===== config.mk =====
export PLATFORM = sky130hd
export DESIGN_NAME = flap_sequencer
export DESIGN_NICKNAME = d
export VERILOG_FILES = /design/src/rtl/flap_pkg.sv /design/src/rtl/flap_sequencer_key_sync_edge.sv /design/src/rtl/flap_sequencer.sv
export SDC_FILE = /design/constraint.sdc
export NUM_CORES = 1
export LEC_CHECK = 0
export CAP_MARGIN = 20
export CORE_MARGIN = 1
export CORE_UTILIZATION = 41
export CTS_CLUSTER_DIAMETER = 200
export DETAILED_ROUTE_END_ITERATION = 7
export PLACE_DENSITY = 0.83
export SKIP_LAST_GASP = 1
export SLEW_MARGIN = 30
export SYNTH_ARGS = -nofsm -noshare
export SYNTH_HDL_FRONTEND = slang
export SYNTH_SLANG_ARGS = --single-unit

===== constraint.sdc =====
create_clock -name clk -period 2.2 [get_ports clk]
set_input_delay 0.55 -clock clk [delete_from_list [all_inputs] [get_ports clk]]
set_output_delay 0.55 -clock clk [all_outputs]
set_load 0.005 [all_outputs]

===== src/rtl/flap_pkg.sv =====
// Shared types and helpers for the LED Flappy Bird game sequencer.
package flap_pkg;

  typedef enum logic [1:0] {
    IDLE = 2'd0,
    PLAY = 2'd1,
    OVER = 2'd2
  } game_t;

  // Counter width able to hold 0..div-1; never narrower than one bit.
  function automatic int tick_w(input int div);
    return (div > 2) ? $clog2(div) : 1;
  endfunction

  function automatic logic [31:0] sat_inc(input logic [31:0] value, input int width);
    logic [31:0] top;
    top = (width >= 32) ? 32'hFFFF_FFFF : ((32'd1 << width) - 32'd1);
    return (value >= top) ? top : value + 32'd1;
  endfunction

endpackage


===== src/rtl/flap_sequencer_key_sync_edge.sv =====
// Two-flop synchroniser for an asynchronous key plus a one-cycle rising-edge pulse.
module key_sync_edge (
  input  logic clk,
  input  logic reset,
  input  logic key,
  output logic rise
);

  logic meta;
  logic sync;
  logic sync_d;

  always_ff @(posedge clk) begin
    if (reset) begin
      meta   <= 1'b0;
      sync   <= 1'b0;
      sync_d <= 1'b0;
    end else begin
      meta   <= key;
      sync   <= meta;
      sync_d <= sync;
    end
  end

  assign rise = sync & ~sync_d;

endmodule


===== src/rtl/flap_sequencer.sv =====
// Game sequencer: tick strobe, flap command, collision detection, score and restart pulse.
// Optional SPEEDUP_EN shortens the tick period as the score grows.
module flap_sequencer
  import flap_pkg::*;
#(
  parameter int ROWS     = 8,
  parameter int TICK_DIV = 16,
  parameter int SCORE_W  = 8
) (
  input  logic               clk,
  input  logic               reset,
  input  logic               key,
  input  logic [ROWS-1:0]    bird_rows,
  input  logic [ROWS-1:0]    pipe_rows,
  input  logic               pipe_pass,
  output logic               enable,
  output logic               up,
  output logic               gameOver,
  output logic               light_reset,
  output logic [SCORE_W-1:0] score,
  output game_t              state
);

  localparam int TICK_W = tick_w(TICK_DIV);

  logic [TICK_W-1:0] count;
  logic              key_rise;
  logic              flap_pending;
  logic              check_due;
  logic              collide;
  logic              tick_last;
  game_t             state_next;

  key_sync_edge u_key_sync (
    .clk   (clk),
    .reset (reset),
    .key   (key),
    .rise  (key_rise)
  );

`ifdef SPEEDUP_EN
  logic [TICK_W:0] period;

  // Every 8 points halves the tick, bottoming out at a quarter of TICK_DIV.
  function automatic logic [TICK_W:0] period_for(input logic [SCORE_W-1:0] pts);
    logic [SCORE_W-1:0] level;
    level = pts >> 3;
    if (level >= SCORE_W'(2))
      return (TICK_W+1)'(TICK_DIV) >> 2;
    return (TICK_W+1)'(TICK_DIV) >> level;
  endfunction

  assign tick_last = ({1'b0, count} == (period - (TICK_W+1)'(1)));
`else
  assign tick_last = (count == TICK_W'(TICK_DIV - 1));
`endif

  always_ff @(posedge clk) begin
    if (reset)
      state <= IDLE;
    else
      state <= state_next;
  end

  always_comb begin
    state_next = state;
    enable     = 1'b0;
    gameOver   = 1'b0;
    collide    = 1'b0;
    case (state)
      IDLE: begin
        if (key_rise)
          state_next = PLAY;
      end
      PLAY: begin
        enable  = tick_last;
        collide = check_due && ((|(bird_rows & pipe_rows)) || (bird_rows == '0));
        if (collide)
          state_next = OVER;
      end
      OVER: begin
        gameOver = 1'b1;
        if (key_rise)
          state_next = IDLE;
      end
      default: state_next = IDLE;
    endcase
  end

  // Cells update on the enable edge, so the collision check looks one cycle later.
  always_ff @(posedge clk) begin
    if (reset) begin
      count        <= '0;
      flap_pending <= 1'b0;
      up           <= 1'b0;
      check_due    <= 1'b0;
      score        <= '0;
      light_reset  <= 1'b0;
`ifdef SPEEDUP_EN
      period       <= (TICK_W+1)'(TICK_DIV);
`endif
    end else begin
      check_due   <= enable;
      light_reset <= (state == OVER) && key_rise;
      case (state)
        IDLE: begin
          count <= '0;
          if (key_rise) begin
            score        <= '0;
            flap_pending <= 1'b0;
            up           <= 1'b0;
`ifdef SPEEDUP_EN
            period       <= (TICK_W+1)'(TICK_DIV);
`endif
          end
        end
        PLAY: begin
          if (collide) begin
            up           <= 1'b0;
            flap_pending <= 1'b0;
          end else begin
            if (enable) begin
              count        <= '0;
              up           <= flap_pending;
              flap_pending <= key_rise;
`ifdef SPEEDUP_EN
              period       <= period_for(score);
`endif
            end else begin
              count <= count + TICK_W'(1);
              if (key_rise)
                flap_pending <= 1'b1;
            end
            if (pipe_pass)
              score <= SCORE_W'(sat_inc(32'(score), SCORE_W));
          end
        end
        OVER: begin
          if (key_rise)
            count <= '0;
        end
        default: ;
      endcase
    end
  end

endmodule

==> out/results.ini <==
[timing]
whs_ps=462
hold_viol=0
final.min_clock_period_ps=2190
fin_crit_sh_pct=99.5
max_freq_mhz=457
clock_skew_ps=2.88
finalWorstSetupSlack_ps=11.6
setup_tns_ps=0
final_max_slew_viol_count=0
setup_viol=0
tightest_slew_ps=548
slew-limit-headroom_pct=63.4

[clocking]
cts_tree=done
cts-buffers-inserted=3
clock-sinks=21
path_clk_slew_ps=120
insertion_delay_ps=310
h-tree-depth=1
holdBufCountCts=0
cts_root_buffer=clkbuf_4
cts.path.max_buffers=2

[final_layout]
layout_common_cells=clkdlybuf4s50_1, nand2_1, dfxtp_1, nor2_1, buf_4
final_nets=211
layout_commonest_cell=clkdlybuf4s50_1
final_area_sq_um=1680
antennaDiodeCount=0
reg_top3=score (8), count (4), state (2)
largest_register_ffs=8
fin_util_pct=65.0
regMostFlops=score
area_growth_pct=44.0
drive_above_1_share_pct=16.5

[yosys]
ys_top_cells_by_area=dfxtp_1, nand2_1, nor2_1
avgSynthCellArea_sq_um=8.06
synth_compound_area_share_pct=30.7
syn-num-nets=167
ys_seq_area_share_pct=36.0
synthXorXnorAreaFrac_pct=0
ys_seq_elements=21
synth_top_area_cell=dfxtp_1
ys_types=40
synth_top_family_by_area=compound AO/OA/AOI/OAI gates
synth_warnings=0
yosys.area_share.simple_pct=26.9
synth_area_sq_um=1170
synth_top_area_share_pct=36.0
synth.area.mux_share_pct=0
yosys.area_share.adder_pct=2.14
synth_cells=145

[critical_path]
cp-end-kind=flop
cp_max_fo=6
cp.arrival_ps=2380
crit_type=input port to flop
startpoint_type=input port
required_ps=2390

[route]
vias=1350
drtAntennaViolNets=0
remaining_drc_errors=0
firstDrtPassIters=4
via_per_inst=6.19
drtIter0Drc=37
wire_per_inst_um=15.9
wl_um=3470

[worst_hold_path]
hp-class=flop to flop

[global_routing]
grt_pass1_wl_um=5690
antenna_found_initial=0
top_usage_layer=met2
use_met1_pct=26.0
grt_pass1_vias=1302
gr-total-overflow=0
use_met2_pct=39.6
grt_max_degree=14
grt_usage_pct=22.8
use_met3_pct=6.56

[job]
maxCapViolCount=0

[placed_design]
postPlaceCellArea_sq_um=1580
pre_cts_ws_ps=-337
io_buffers=33
dp_hpwl_um=2640
gp_congestion=0.878

[floorplan]
core.rowCount=18
die-area_sq_um=3070
die_h_um=55.4
io_pins=34
initial_utilization_pct=45.1
core_area_sq_um=2590
dieWidth_um=55.4

[power_and_ir_drop]
switching_share_pct=26.3
comb_power_share_pct=15.8
p_leak_nw=0.603
pwr-share-seq_pct=56.5
p_per_area_nw_per_um2=413
p_int_uw=512
power_frac_clock_pct=27.7
switching_power_uw=183
ir_worst_vdd_mv=0.465

[status]
status=finished clean

[power groups by stage]
stage	Sequential (mW)	Clock (mW)	Combinational [mW]
6_report	0.393	0.193	0.110
5_1_grt	0.394	0.213	0.118
4_1_cts	0.392	0.197	0.103
3_5_place_dp	0.401	0	0.102
3_3_place_gp	0.400	0	0.0981
2_1_floorplan	0.399	0	0.0470
[Yosys cell counts]
library cell / count
or4_4: 1
o311ai_0: 3
a31oi_4: 1
a22oi_1: 2
o211a_1: 1
or4_1: 1
and4_1: 2
o311a_1: 1
dfxtp_1: 21
a31oi_1: 3
o41ai_1: 3
inv_1: 9
ha_1: 2
nand3_1: 6
clkbuf_1: 3
a221oi_1: 5
nor4_1: 1
a211o_2: 1
or3b_2: 1
nor3_1: 3
o31ai_1: 1
nand2_1: 18
a31o_2: 1
nor3b_1: 1
nor2b_1: 5
a22o_1: 2
buf_2: 1
o22ai_1: 1
o31a_1: 1
and3b_1: 1
a21oi_1: 3
a211oi_1: 1
a21oi_2: 1
nand2b_1: 1
nor2_1: 14
nand4_1: 6
o21a_1: 2
o21ai_0: 9
o211ai_1: 5
and3_1: 1
[timing repair]
item,CTS,global route
resized for setup,4,13
setup endpoints to repair,2,6
setup buffers,1,1
pin swaps,0,8
[final timing paths]
| path | startpoint | to | slack, ps | cells past startpoint |
|---|---|---|---|---|
| worst max-delay path | bird_rows[2] | score[5] | 10 | 6 |
| worst min-delay path | u_key_sync.meta | u_key_sync.sync | 460 | 1 |
| worst max register to register | score[0] | score[2] | 360 | 5 |
| worst min register to register | u_key_sync.meta | u_key_sync.sync | 460 | 1 |
[per-stage QoR]
step | total power [mW] | std cells
after global placement | 0.498 | 212
after global routing | 0.724 | 218
after detailed placement | 0.502 | 212
final | 0.695 | 218
after floorplan | 0.446 | 145
after CTS | 0.693 | 217
[worst max-delay path, cell delays in order]
cell and delay, ps:
clkdlybuf4s50_1 440, or4_4 510, o211a_4 280, a31o_4 240
o211ai_1 260, a221oi_2 100
[final cells by class]
| class | count | area, sq um |
|---|---|---|
| clock buffer | 3 | 22.5 |
| clock inverter | 1 | 5.00 |
| fill | 219 | 907 |
| inverter | 9 | 33.8 |
| multi-input combinational | 111 | 744 |
| sequential | 21 | 424 |
| tap | 30 | 37.5 |
| timing repair buffer | 43 | 415 |
[routing by layer]
layer / up-vias / routed length [um]
met4: 0 / 106
li1: 649 / -
met1: 634 / 1460
met2: 55 / 1720
met5: - / 0
met3: 12 / 179
[logic make-up (layout without fill, tap and decap cells)]
family	Yosys count	count (layout)
simple gates	62	62
flops	21	21
compound gates	47	47
fa+ha+maj	2	2
buf+inv	13	56
Note: power is estimated with default switching activity, not from simulation.
